--- config.mk ---
export PLATFORM = sky130hd
export DESIGN_NAME = pdm_mic_decimator
export DESIGN_NICKNAME = d
export VERILOG_FILES = /design/src/rtl/pdm_mic_decimator.sv
export SDC_FILE = /design/constraint.sdc
export NUM_CORES = 1
export LEC_CHECK = 0
export ABC_AREA = 1
export CAP_MARGIN = 10
export CORE_MARGIN = 1
export CORE_UTILIZATION = 59
export CTS_CLUSTER_SIZE = 10
export DETAILED_ROUTE_END_ITERATION = 16
export PLACE_DENSITY = 0.83
export REMOVE_ABC_BUFFERS = 1
export SYNTH_ARGS = -nofsm -noshare
export SYNTH_HDL_FRONTEND = slang
export SYNTH_SLANG_ARGS = --single-unit
--- constraint.sdc ---
create_clock -name clk_in -period 4.55 [get_ports clk_in]
set_input_delay 0.91 -clock clk_in [delete_from_list [all_inputs] [get_ports clk_in]]
set_output_delay 0.91 -clock clk_in [all_outputs]
set_load 0.05 [all_outputs]
--- src/rtl/pdm_mic_decimator.sv ---
// PDM mic front end: mic clock gen, edge capture (ch0 rise, ch1 fall), box-car decimation to signed samples.
// Sample lands 1 clk after the frame's last captured bit; held until valid&&ready, overwrite sets sticky overrun.
module pdm_mic_decimator #(
    parameter int CLK_DIV  = 32,
    parameter int DECIM    = 256,
    parameter int OUT_W    = 8,
    parameter int CHANNELS = 1
) (
    input  logic                      clk_in,
    input  logic                      rst_in,
    input  logic                      en_in,
    input  logic                      mic_data_in,
    output logic                      mic_clk_out,
    output logic                      pdm_tick_out,
    output logic [CHANNELS*OUT_W-1:0] sample_out,
    output logic                      sample_valid_out,
    input  logic                      sample_ready_in,
    output logic                      overrun_out
);
    localparam int L    = $clog2(DECIM);
    localparam int CW   = $clog2(CLK_DIV);
    localparam int SHR  = (L >= OUT_W) ? L - OUT_W : 0;
    localparam int SHL  = (L <  OUT_W) ? OUT_W - L : 0;
    localparam int MAXV = (1 << (OUT_W - 1)) - 1;
    localparam int MINV = -(1 << (OUT_W - 1));

    logic [CW-1:0]               cnt;
    logic                        prev_clk;
    logic [L-1:0]                bit_cnt;
    logic [CHANNELS-1:0][L:0]    tally;
    logic [CHANNELS-1:0][L:0]    tally_nxt;
    logic [CHANNELS-1:0]         cap;
    logic [CHANNELS*OUT_W-1:0]   conv;
    logic                        rise;
    logic                        fall;
    logic                        frame_done;

    // Centre the ones count around zero, scale to OUT_W bits, saturate (full-ones lands one above max).
    function automatic logic [OUT_W-1:0] to_sample(input logic [L:0] t);
        int c;
        int v;
        c = int'(t) - DECIM / 2;
        v = (c >>> SHR) <<< SHL;
        if (v > MAXV)
            v = MAXV;
        else if (v < MINV)
            v = MINV;
        return v[OUT_W-1:0];
    endfunction

    assign rise         = mic_clk_out && !prev_clk;
    assign fall         = !mic_clk_out && prev_clk;
    assign pdm_tick_out = rise;

    always_comb begin
        cap       = '0;
        tally_nxt = '0;
        conv      = '0;
        cap[0]    = en_in && rise;
        if (CHANNELS > 1)
            cap[CHANNELS-1] = en_in && fall;
        // The last channel's capture closes the frame; its final bit is folded into the converted value.
        frame_done = cap[CHANNELS-1] && (bit_cnt == L'(DECIM - 1));
        for (int k = 0; k < CHANNELS; k++) begin
            tally_nxt[k]             = tally[k] + {{L{1'b0}}, cap[k] & mic_data_in};
            conv[k*OUT_W +: OUT_W]   = to_sample(tally_nxt[k]);
        end
    end

    always_ff @(posedge clk_in) begin
        if (rst_in) begin
            cnt              <= '0;
            mic_clk_out      <= 1'b0;
            prev_clk         <= 1'b0;
            bit_cnt          <= '0;
            tally            <= '0;
            sample_out       <= '0;
            sample_valid_out <= 1'b0;
            overrun_out      <= 1'b0;
        end else begin
            prev_clk <= mic_clk_out;
            if (!en_in) begin
                cnt         <= '0;
                mic_clk_out <= 1'b0;
                bit_cnt     <= '0;
                tally       <= '0;
            end else begin
                cnt         <= (cnt == CW'(CLK_DIV - 1)) ? '0 : cnt + 1'b1;
                mic_clk_out <= (cnt < CW'(CLK_DIV / 2));
                if (cap[CHANNELS-1])
                    bit_cnt <= bit_cnt + 1'b1;
                tally <= frame_done ? '0 : tally_nxt;
            end

            if (frame_done) begin
                sample_out       <= conv;
                sample_valid_out <= 1'b1;
                if (sample_valid_out && !sample_ready_in)
                    overrun_out <= 1'b1;
            end else if (sample_valid_out && sample_ready_in) begin
                sample_valid_out <= 1'b0;
            end
        end
    end
endmodule

## Word level (Yosys, flattened, before mapping)

Cells that the tools add are included.

- Register bits after elaboration: 34
- Latch bits: 0
- Bits in writable memories: 0
- ROM bits: 0
- Bits of input ports: 5
- Output and inout port bits: 12
- Word-level logic and storage cells: 35
- Memories: 0

- $add $sub $neg: 4
- Multipliers: 0
- Div/mod/pow operators: 0
- Magnitude comparators: 3
- Eq/ne operators: 2
- Shifts and indexed selects: 0
- Muxes and demuxes: 4
- Bitwise operators: 2
- Reductions and logical operators: 12

Operators with widths:

| operator | count |
|---|---|
| 2-to-1 mux 8 bit | 2 |
| greater-than comparator 10 x 8 -> 1 bit, second input constant | 1 |
| less-than comparator 10 x 8 -> 1 bit, second input constant | 1 |
| subtractor 9 x 8 -> 10 bit, second input constant | 1 |
| adder 9 x 1 -> 9 bit | 1 |
| adder 8 x 1 -> 8 bit, second input constant | 1 |
| equality test 8 bit, second input constant | 1 |
| OR reduction 3 bit | 2 |
| adder 5 x 1 -> 5 bit, second input constant | 1 |
| equality test 5 bit, second input constant | 1 |
| logical AND 1 bit | 5 |
| less-than comparator 5 bit, second input constant | 1 |
| zero test 1 bit | 2 |
| 2-to-1 mux 1 bit | 2 |
| AND reduction 2 bit | 1 |
| nonzero test 2 bit | 1 |
| OR reduction 2 bit | 1 |
| AND 1 bit | 1 |
| inverter 1 bit | 1 |

## Logic depth before layout (Yosys ltp)

- Depth in word-level cells: 9
- Gate-level depth with buffers: 20
- Gate-level depth less buffers: 20

## Worst setup path after synthesis

No wires, ideal clock.

- Kind: reg-to-reg
- Start: register mic_clk_out
- End: register sample_out[0]
- Library setup time: 0.122 ns
- Data arrival time: 2.991 ns
- Required time: 4.428 ns
- Slack: 1.437 ns
- Cell stages (with the launch flop): 21
- Buffers on the path: 0
- Clock period less this slack: 3.113 ns
- Cell sequence: dfxtp_1 > inv_2 > nor2_4 > nand2_4 > nor2_1 > ha_1 > ha_1 > nand2_1 > inv_1 > nand2_1 > nor2_1 > xnor2_1 > ha_1 > inv_1 > nand4_1 > nor2_1 > nand2_1 > nor2_1 > nand2_1 > nand2_1 > a21oi_1

- Longest elaborated chain between the ends: 8
- Elaborated cells between the ends (all ways): 10
- Those cells by class: add/sub: 2; order compare: 2; mux: 2; bitwise: 1; reduce/logical: 3

RTL lines:

| item | RTL line | text |
|---|---|---|
| start, declared | 13 | `output logic mic_clk_out,` |
| start signal, assigned | 89 | `mic_clk_out <= (cnt < CW'(CLK_DIV / 2));` |
| logical AND 1 bit (*) | 51 | `assign rise = mic_clk_out && !prev_clk;` |
| net pdm_tick_out | 14 | `output logic pdm_tick_out,` |
| logical AND 1 bit (*) | 59 | `cap[0] = en_in && rise;` |
| AND 1 bit | 65 | `tally_nxt[k] = tally[k] + {{L{1'b0}}, cap[k] & mic_data_in};` |
| adder 9 x 1 -> 9 bit | 65 |  |
| subtractor 9 x 8 -> 10 bit | 42 | `c = int'(t) - DECIM / 2;` |
| less-than comparator 10 x 8 -> 1 bit | 46 | `else if (v < MINV)` |
| 2-to-1 mux 8 bit | 46 |  |
| 2-to-1 mux 8 bit | 44 | `if (v > MAXV)` |
| end signal, assigned | 96 | `sample_out <= conv;` |
| end, declared | 15 | `output logic [CHANNELS*OUT_W-1:0] sample_out,` |

The timed path passes the listed nets; every way through them passes the cells marked *.
A chain may end at the register's enable or synchronous reset.

## Worst setup path in the final report

- Start: input port en_in
- End: register sample_out[4]

- Longest elaborated chain between the ends: 7
- Elaborated cells between the ends (all ways): 9
- Those cells by class: add/sub: 2; order compare: 2; mux: 2; bitwise: 1; reduce/logical: 2

RTL lines:

| item | RTL line | text |
|---|---|---|
| start, declared | 11 | `input logic en_in,` |
| logical AND 1 bit (*) | 59 |  |
| AND 1 bit | 65 |  |
| adder 9 x 1 -> 9 bit | 65 |  |
| subtractor 9 x 8 -> 10 bit | 42 |  |
| less-than comparator 10 x 8 -> 1 bit | 46 |  |
| 2-to-1 mux 8 bit | 46 |  |
| 2-to-1 mux 8 bit | 44 |  |

Every way passes the cells marked *; elsewhere a longest branch is shown, timed or not.

==> flow_metrics.tcl <==
set metrics [dict create \
    outcome "finished, final reports clean" \
    antenna_cells 0 \
    vias 1305 \
    fmax_mhz 293 \
    yosys.area.top_type "dfxtp_1" \
    die_area_um2 2800 \
    grt_usage_pct 26.4 \
    synth.area.mux_share_pct 0 \
    numCtsBuffers 5 \
    ant_nets 0 \
    synth_flop_cell "dfxtp_1" \
    cp.arrival_ns 3.65 \
    synth_area_leaders "dfxtp_1, nand2_1, nor2_1" \
    whs_path_depth 1 \
    grt_max_degree 12 \
    layout_setup_ws_ns 1.14 \
    drtPass1Iterations 4 \
    clk_latency_ns 0.35 \
    p_leak_nw 0.787 \
    synth_area_um2 1530 \
    initial_core_util_pct 62.3 \
    grt-busiest-layer "met2" \
    cp-end-kind "flip-flop" \
    route.detailed.drc 0 \
    cts_resized 0 \
    fin_tns_setup_ns 0 \
    fin_skew_ns 0.00881 \
    nFillCells 194 \
    grt_pass1_wl_mm 5.20 \
    crit_path_frequent_cell "nand2_1" \
    cp_num_cells 19 \
    drv_slew 0 \
    ys_seq_elements 34 \
    hold_class "flip-flop to flip-flop" \
    root_buffer "clkbuf_4" \
    synth-seq-area-share_pct 44.5 \
    synthSimpleGateAreaFrac_pct 31.3 \
    layout-drive-gt1-share_pct 10.0 \
    grtUsageMet1_pct 28.6 \
    grt_use_met3_pct 7.76 \
    die_y_um 52.9 \
    cp_num_buf_inv 3 \
    vias_per_cell 5.24 \
    crit_slowest_cell "clkdlybuf4s50_1" \
    rsz0062_at_grt "no" \
    slowest_delay_ns 0.59 \
    die_w_um 52.9 \
    hpwl_mm 2.31 \
    portBuffers 16 \
    r2r-end "sample_out[4]" \
    ys_warn_count 0 \
    synth-xor-area-share_pct 2.29 \
    area_growth_pct 18.0 \
    reg2reg_slack_ns 1.71 \
    period_share_pct 74.9 \
    yosysUniqueCellTypes 26 \
    whs_ns 0.456 \
    synth_top_area_share_pct 44.5 \
    critPathMaxFanout 6 \
    min_period_ns 3.41 \
    crit_start "en_in" \
    peakVddDrop_uv 318 \
    gp_congestion 0.915 \
    synthAdderAreaFrac_pct 5.72 \
    dp_cells 241 \
    syn_inst 195 \
    grt.met2_usage_pct 46.6 \
    drt_iter0_drc 40 \
    grt-ovfl-total 0 \
    tightest_slew_ns 0.504 \
    h-tree-depth 2 \
    synth_top_family_by_area "simple AND/OR/NAND/NOR gates" \
    rr_startpoint "mic_clk_out" \
    grt_pass1_vias 1299 \
    worst-endpoint-required_ns 4.79 \
    wl_per_cell_um 12.0 \
    power_per_cell_area_nw_per_um2 300 \
    core_um2 2450 \
    synth-edff-count 0 \
    synth_most_common_cell "nand2_1" \
    synth_compound_area_share_pct 9.32 \
    stdcell_count 249 \
    cts_hold_buffers 0 \
    clk_pin_slew_worst_paths_ns 0.10 \
    dpl_worst_slack_ns 0.786 \
    cts_sinks 34 \
    ff2ff_path_depth 20 \
    crit_chain "clkdlybuf4s50_1 -> nand2_4 -> nor2_1 -> ha_1 -> ha_1 -> nand2_1 -> inv_1 -> nand2_1 -> nor2_1 -> xnor2_1 -> ha_1 -> inv_1 -> nand4_1 -> nor2_1 -> nand2_1 -> nor2_1 -> nand2_1 -> nand2_1 -> a21oi_1" \
    io_pins 17 \
    finalWirelength_mm 2.99 \
    endpoint "sample_out[4]" \
    startpoint_type "primary input" \
    ys_async_sr_fraction_pct 0 \
    synth_commonest_cells "nand2_1, dfxtp_1, nor2_1" \
    clockBufferDepth 2 \
    slew_headroom_pct 66.3 \
    crit_family "simple AND/OR/NAND/NOR gates" \
    rows 18 \
    postCtsSetupBuffers 0 \
    syn_area_per_cell_um2 7.85 \
    max-cap-violations 0 \
    hold_violations 0 \
    antenna_found_initial 0 \
    crit_type "primary input to flip-flop" \
    cts_tree "done" \
    setup-violations-final 0 \
    fin_nets 230 \
]
-- sequential cells by signal (all words and copies together), names as in the netlist --
name	count
tally	9
bit_cnt	8
sample_out	8
cnt	5
mic_clk_out	1
overrun_out	1
prev_clk	1
sample_valid_out	1
-- area by class of cell --
type                            count  area [µm²]  area share [%]
Timing Repair Buffer               16         160            8.87
Sequential cell                    34         681            37.7
Tap cell                           30        37.5            2.08
Clock inverter                      3        40.0            2.22
Inverter                           28         105            5.82
Multi-Input combinational cell    133         744            41.2
Clock buffer                        5        37.5            2.08
-- cell families after synthesis --
family,Yosys count
flip-flops,34
buffers and inverters,28
AND/OR/NAND/NOR,96
adder cells (fa/ha/maj),7
XOR/XNOR,4
AO/OA/AOI/OAI,26
-- worst min path at each step --
stage / startpoint / end / slack, ns
detailed placement: cnt[0] / cnt[0] / 0.44
global placement: cnt[0] / cnt[0] / 0.43
CTS: cnt[0] / cnt[0] / 0.46
global route: cnt[4] / mic_clk_out / 0.48
finish: cnt[0] / cnt[0] / 0.46
floorplan: cnt[4] / mic_clk_out / 0.40
-- placed cells by master, fill, tap and decap left out, types with 2 or more instances in the layout --
cell,Yosys,final
nand2_1,35,35
dfxtp_1,34,34
nor2_1,33,33
inv_1,25,25
clkdlybuf4s50_1,0,16
a21oi_1,14,14
nand3_1,11,11
o21ai_0,7,7
ha_1,7,7
clkbuf_4,0,5
nor2_4,4,4
xnor2_1,3,3
inv_2,3,3
nand2_4,2,2
o21bai_1,2,2
nor3b_1,2,2
and3_1,2,2
clkinv_2,0,2
-- report_power, final --
group / switching [mW] / internal, mW / total [mW]
combinational: 0.0152 / 0.00885 / 0.0240
clock: 0.103 / 0.114 / 0.217
sequential: 0.00158 / 0.300 / 0.301
-- layer usage --
| metal | share of wire (%) | vias to the layer above |
|---|---|---|
| li1 | - | 667 |
| met2 | 51 | 29 |
| met1 | 42 | 601 |
| met3 | 4.9 | 8 |
| met5 | 0 | - |
| met4 | 1.9 | 0 |
-- stage by stage --
stage | util [%] | cell area [µm²] | total power [mW]
floorplan | - | 1530 | 0.322
global placement | 70.4 | 1730 | 0.331
detailed placement | 70.4 | 1730 | 0.332
CTS | 73.5 | 1810 | 0.549
global route | 73.5 | 1810 | 0.563
finish | 73.5 | 1810 | 0.542
No activity file was read; power rests on OpenSTA's default activity.
